## config.mk

```make
export PLATFORM = sky130hd
export DESIGN_NAME = stage_fetch1
export DESIGN_NICKNAME = d
export VERILOG_FILES = /design/src/rtl/stage_fetch1_pkg.sv /design/src/rtl/stage_fetch1_fetch_queue.sv /design/src/rtl/stage_fetch1.sv
export SDC_FILE = /design/constraint.sdc
export NUM_CORES = 1
export LEC_CHECK = 0
export BUFFER_PORTS_ARGS = -buffer_cell sky130_fd_sc_hd__buf_2
export CORE_AREA = 2 2 126 116
export DETAILED_ROUTE_END_ITERATION = 7
export DIE_AREA = 0 0 128 118
export GPL_ROUTABILITY_DRIVEN = 0
export PLACE_DENSITY = 0.7
export SETUP_SLACK_MARGIN = 0.05
export SLEW_MARGIN = 25
export SYNTH_ARGS = -nofsm -noshare
export SYNTH_HDL_FRONTEND = slang
export SYNTH_SLANG_ARGS = --single-unit
```

## constraint.sdc

```tcl
create_clock -name clk_core -period 5.6 [get_ports clk_core]
set_input_delay 1.12 -clock clk_core [delete_from_list [all_inputs] [get_ports clk_core]]
set_output_delay 1.12 -clock clk_core [all_outputs]
set_load 0.005 [all_outputs]
```

## src/rtl/stage_fetch1_pkg.sv

```systemverilog
// +-----------------------------------------------------------------------------+
// | stage_fetch1_pkg : shared types and constants for the fetch1 stage          |
// | Revision 1.0                                                                |
// +-----------------------------------------------------------------------------+
`default_nettype none

package stage_fetch1_pkg;

  localparam int FE1_DEPTH_DEFAULT = 2;

  typedef struct packed {
    logic [29:0] pc;
    logic [31:0] insn;
    logic        exc;
    logic        done;
  } fe1_entry_t;

endpackage

`default_nettype wire

```

## src/rtl/stage_fetch1_fetch_queue.sv

```systemverilog
// +-----------------------------------------------------------------------------+
// | fetch_queue : in-order fetch queue with head / fill / tail pointers, flush  |
// | Revision 1.0                                                                |
// +-----------------------------------------------------------------------------+
`default_nettype none

module fetch_queue
  import stage_fetch1_pkg::*;
#(
  parameter int DEPTH = FE1_DEPTH_DEFAULT,
  localparam int PW = (DEPTH > 1) ? $clog2(DEPTH) : 1
) (
  input  logic              clk_core,
  input  logic              reset_n,
  input  logic              flush,
  input  logic              push,
  input  logic [29:0]       push_pc,
  input  logic              fill,
  input  logic [31:0]       fill_insn,
  input  logic              fill_exc,
  input  logic              pop,
  output fe1_entry_t        head,
  output logic [PW:0]       count,
  output logic [PW:0]       unfilled
);

  fe1_entry_t      r_mem [DEPTH];
  logic [PW-1:0]   r_head;
  logic [PW-1:0]   r_fill;
  logic [PW-1:0]   r_tail;
  logic [PW:0]     r_count;
  logic [PW:0]     r_unfilled;
  logic            w_fill;

  // A stray fill with nothing outstanding must not corrupt a completed entry.
  assign w_fill = fill & (r_unfilled != '0);

  always_ff @(posedge clk_core) begin
    if (!reset_n || flush) begin
      r_head     <= '0;
      r_fill     <= '0;
      r_tail     <= '0;
      r_count    <= '0;
      r_unfilled <= '0;
    end else begin
      if (push)   r_tail <= r_tail + PW'(1);
      if (w_fill) r_fill <= r_fill + PW'(1);
      if (pop)    r_head <= r_head + PW'(1);
      r_count    <= r_count + (PW+1)'(push) - (PW+1)'(pop);
      r_unfilled <= r_unfilled + (PW+1)'(push) - (PW+1)'(w_fill);
    end
  end

  // Payload needs no reset: validity is carried by r_count and the done bit.
  always_ff @(posedge clk_core) begin
    if (push) begin
      r_mem[r_tail] <= '{pc: push_pc, insn: 32'h0, exc: 1'b0, done: 1'b0};
    end
    if (w_fill) begin
      r_mem[r_fill].insn <= fill_insn;
      r_mem[r_fill].exc  <= fill_exc;
      r_mem[r_fill].done <= 1'b1;
    end
  end

  assign head     = r_mem[r_head];
  assign count    = r_count;
  assign unfilled = r_unfilled;

endmodule

`default_nettype wire

```

## src/rtl/stage_fetch1.sv

```systemverilog
// +-----------------------------------------------------------------------------+
// | stage_fetch1 : issues fetch0 PCs to imem, queues fetches, offers to decode  |
// | Revision 1.0                                                                |
// +-----------------------------------------------------------------------------+
`default_nettype none

module stage_fetch1
  import stage_fetch1_pkg::*;
#(
  parameter int DEPTH = FE1_DEPTH_DEFAULT
) (
  input  logic        clk_core,
  input  logic        reset_n,
  input  logic        fe0_valid,
  input  logic [29:0] fe0_pc,
  output logic        fe1_stall,
  output logic        imem_req,
  output logic [29:0] imem_addr,
  input  logic        imem_gnt,
  input  logic        imem_rvalid,
  input  logic [31:0] imem_rdata,
  input  logic        imem_rerr,
  input  logic        de_setpc,
  input  logic        de_stall,
  output logic        fe1_valid,
  output logic        fe1_exc,
  output logic [29:0] fe1_pc,
  output logic [31:0] fe1_insn
);

  localparam int PW = (DEPTH > 1) ? $clog2(DEPTH) : 1;
  localparam logic [PW+1:0] c_depth = (PW+2)'(DEPTH);

  fe1_entry_t      w_head;
  logic [PW:0]     w_count;
  logic [PW:0]     w_unfilled;
  logic [PW:0]     r_drop_cnt;
  logic [PW+1:0]   w_occupancy;
  logic            w_accept;
  logic            w_consume;
  logic            w_fill;
  logic            w_head_live;
  logic            w_head_done;

  // Responses still owed for killed fetches occupy memory slots just like queue entries.
  assign w_occupancy = {1'b0, w_count} + {1'b0, r_drop_cnt};
  assign imem_req    = reset_n & fe0_valid & ~de_setpc & (w_occupancy < c_depth);
  assign imem_addr   = fe0_pc;
  assign w_accept    = imem_req & imem_gnt;
  assign fe1_stall   = fe0_valid & ~w_accept;

  assign w_fill      = imem_rvalid & (r_drop_cnt == '0) & ~de_setpc;

  assign w_head_live = (w_count != '0);
  assign w_head_done = w_head_live & w_head.done;
  assign fe1_valid   = w_head_done & ~de_setpc;
  assign w_consume   = fe1_valid & ~de_stall;
  assign fe1_exc     = w_head_done & w_head.exc;
  assign fe1_pc      = w_head_live ? w_head.pc : 30'h0;
  assign fe1_insn    = w_head_done ? w_head.insn : 32'h0;

  fetch_queue #(
    .DEPTH (DEPTH)
  ) u_queue (
    .clk_core  (clk_core),
    .reset_n   (reset_n),
    .flush     (de_setpc),
    .push      (w_accept),
    .push_pc   (fe0_pc),
    .fill      (w_fill),
    .fill_insn (imem_rerr ? 32'h0 : imem_rdata),
    .fill_exc  (imem_rerr),
    .pop       (w_consume),
    .head      (w_head),
    .count     (w_count),
    .unfilled  (w_unfilled)
  );

  // A response in the kill cycle is the oldest owed one, so it retires one debt either way.
  always_ff @(posedge clk_core) begin
    if (!reset_n) begin
      r_drop_cnt <= '0;
    end else if (de_setpc) begin
      r_drop_cnt <= r_drop_cnt + w_unfilled - (PW+1)'(imem_rvalid);
    end else if (imem_rvalid && (r_drop_cnt != '0)) begin
      r_drop_cnt <= r_drop_cnt - (PW+1)'(1);
    end
  end

  always_ff @(posedge clk_core) begin
    if (reset_n && imem_rvalid) begin
      assert ((r_drop_cnt != '0) || (w_unfilled != '0));
    end
  end

endmodule

`default_nettype wire

```

==> flow_summary.toml <==
[power_and_ir_drop]
p_clk_frac = 0.464
seqPwrFrac = 0.492
p_leak_nw = 2.80
combPwrFrac = 0.044
powerDensity_nw_per_um2 = 310
power_switching_mw = 0.445
swShare = 0.192
internal_power_mw = 1.87
ir_drop_mv = 0.184

[critical_path]
worstPathArrival_ps = 2480
r2r-end = "u_queue.r_mem[0][8]"
slowest_delay_ps = 420
critical_path_required_ps = 4480
reg2regPathDepth = 6
worstSetupEndpointType = "primary output"
crit_path_max_fanout = 8
path_common_cell = "and2_1"
cp_cell_sequence = "and2_1 -> fa_1 -> nor2_1 -> nand4_1 -> and2_1 -> buf_2"
start_kind = "register"
rr_startpoint = "u_queue.count[0]"
path_class = "register to primary output"
r2r_setup_slack_ps = 2800
slowest_stage = "dfxtp_1"
crit_start = "u_queue.count[0]"

[drt]
detail-route-antenna-nets = 0
first_pass_iters = 4
wl_per_cell_um = 15.4
drt_iter0_drc = 236
routed_wl_um = 12400
drc = 0
vias = 3964
via_per_inst = 4.91

[place]
portBuffers = 165
dp_cells = 773
post-dp-hpwl_um = 8130

[clocking]
cts_tree = "yes"
numCtsBuffers = 17
htree_num_levels = 4
cts_root_buffer = "clkbuf_16"
clock_path_buffers = 2
cts.sinks = 138
clkTransAtPathRegs_ps = 60
hold_buffers = 0
postCtsSetupRepairBufs = 0
insertion_delay_ps = 410
cts_resized = 0

[hold_path]
min_to = "u_queue.r_mem[0][0]"
hold_depth = 2
hold_path_startpoint = "u_queue.r_mem[0][0]"
hold_class = "register to register"

[logic_synthesis]
syn_nets = 561
synth_top_area_frac = 0.623
yosysTopAreaCell = "edfxtp_1"
syn_inst = 485
synth.ff_latch_count = 138
mappedNetlistArea_um2 = 6080
synth_edf_count = 126
ys_top_cells_by_area = "edfxtp_1, mux2i_1, nor2_1"
ys.flop_type = "edfxtp_1"
yosysSeqAreaShare = 0.662
ys_warn_count = 0
ys_types = 36
postSynthAreaPerCell_um2 = 12.5
synthArstFlopShare = 0

[sta]
skew_ps = 7.68
setup-violations-final = 0
setup_tns_ps = 0
fin_crit_ps = 3600
drv_slew = 0
finalCritPeriodShare = 0.643
finalHoldWorstSlack_ps = 466
worst_pin_slew_ps = 955
hold_violations = 0
max-slew-margin-rel = 0.360
rsz0062_at_grt = "false"
fmax_ghz = 0.278

[final_layout]
stdcell_count = 807
antenna-diode-count = 0
multi_input_area_um2 = 1700
nets = 698
nFillCells = 1179
syn2layout_area_growth_pct = 22.7
drive_gt1_frac = 0.324
seq_area_um2 = 4030

[floorplan]
dieArea_um2 = 15100
rows = 41
dieHeight_um = 118
die_w_um = 128
core-area_um2 = 13700
ioPinCount = 166
initial_utilization = 0.442

[global_route]
grt_pass1_wl_um = 19600
grt_pass1_vias = 4060
grt_max_degree = 40
antenna_found_initial = 0
grt.total_usage = 0.167
grt_remaining_overflow = 0

[job]
drv_cap = 0

[run_status]
outcome = "complete, no violations"
[registers in the layout (all words and copies together) (netlist names), named ones only]
signal and cells:
u_queue.r_fill 1, u_queue.r_head 1, r_drop_cnt 2, u_queue.unfilled 2
u_queue.r_tail 1, u_queue.count 2, u_queue.r_mem 128
[cells in the mapped netlist (2+ instances only)]
library cell  instances
o21ai_0               5
nand2b_1              2
nand2_1              38
ha_1                  5
buf_4                35
and2_1                5
mux2i_1              63
inv_1                 5
a21oi_1               4
dfxtp_1              12
edfxtp_1            126
or3_1                 2
buf_2                14
xnor2_1               8
clkbuf_1              6
nor2_1              135
[cell usage in the layout, fill, tap and decap left out, drive strengths merged, types with 7 or more instances in the layout]
cell type,synthesis,final
buf,49,173
nor2,135,135
edfxtp,126,126
mux2i,63,63
nand2,39,39
clkbuf,6,20
dfxtp,12,12
clkinv,1,10
xnor2,8,8
o21ai,7,7
[critical path, delay by kind of cell, from the launching register on]
kind,cells,cell delay [ps]
flops,1,420
buf+inv,1,120
fa+ha+maj,1,410
simple gates,4,1110
[area by class of cell]
type                       instances  share of cell area
sequential                       138               0.540
multi-input combinational        286               0.228
timing repair buffer             173               0.124
clock buffer                      20              0.0586
tap                              172              0.0289
clock inverter                    12              0.0174
inverter                           6             0.00302
[stage by stage]
step	power (mW)	util	setup slack [ps]	instance area, um^2
after detailed placement	1.26	0.497	2090	6840
after floorplan	1.22	-	1100	6080
after CTS	2.33	0.538	1970	7400
final	2.31	0.542	2000	7460
after global routing	2.39	0.542	1900	7460
after global placement	1.26	0.497	2160	6840
[worst max-delay path by stage]
stage                                 to  slack [ps]  depth (start not counted)
global placement               fe1_stall        2160                          5
global route                   fe1_stall        1900                          6
floorplan           u_queue.r_mem[0][10]        1100                          3
CTS                            fe1_stall        1970                          6
detailed placement             fe1_stall        2090                          5
finish                         fe1_stall        2000                          6
[kinds of logic after synthesis]
kind of cell | count (synthesis) | share of synthesized area
buffers and inverters | 61 | 0.0622
xor gates and xnor gates | 9 | 0.0130
DFF | 138 | 0.662
adders and majority gates | 6 | 0.0136
muxes | 64 | 0.106
and+or+nand+nor | 192 | 0.127
AOI/OAI and AO/OA | 15 | 0.0154
[metal layers]
| layer | track usage | part of all wire |
|---|---|---|
| met1 | 0.196 | 0.42 |
| met2 | 0.294 | 0.53 |
| met3 | 0.0318 | 0.036 |
| met4 | 0.0769 | 0.018 |
| met5 | 0 | 0 |
[power groups by stage]
stage	combinational [mW]	clock, mW	sequential, mW
after floorplan	0.0599	0	1.16
after global placement	0.0978	0	1.16
after detailed placement	0.101	0	1.16
after CTS	0.102	1.09	1.14
after global routing	0.114	1.13	1.14
final	0.102	1.07	1.14
(Power assumes the default switching activity.)
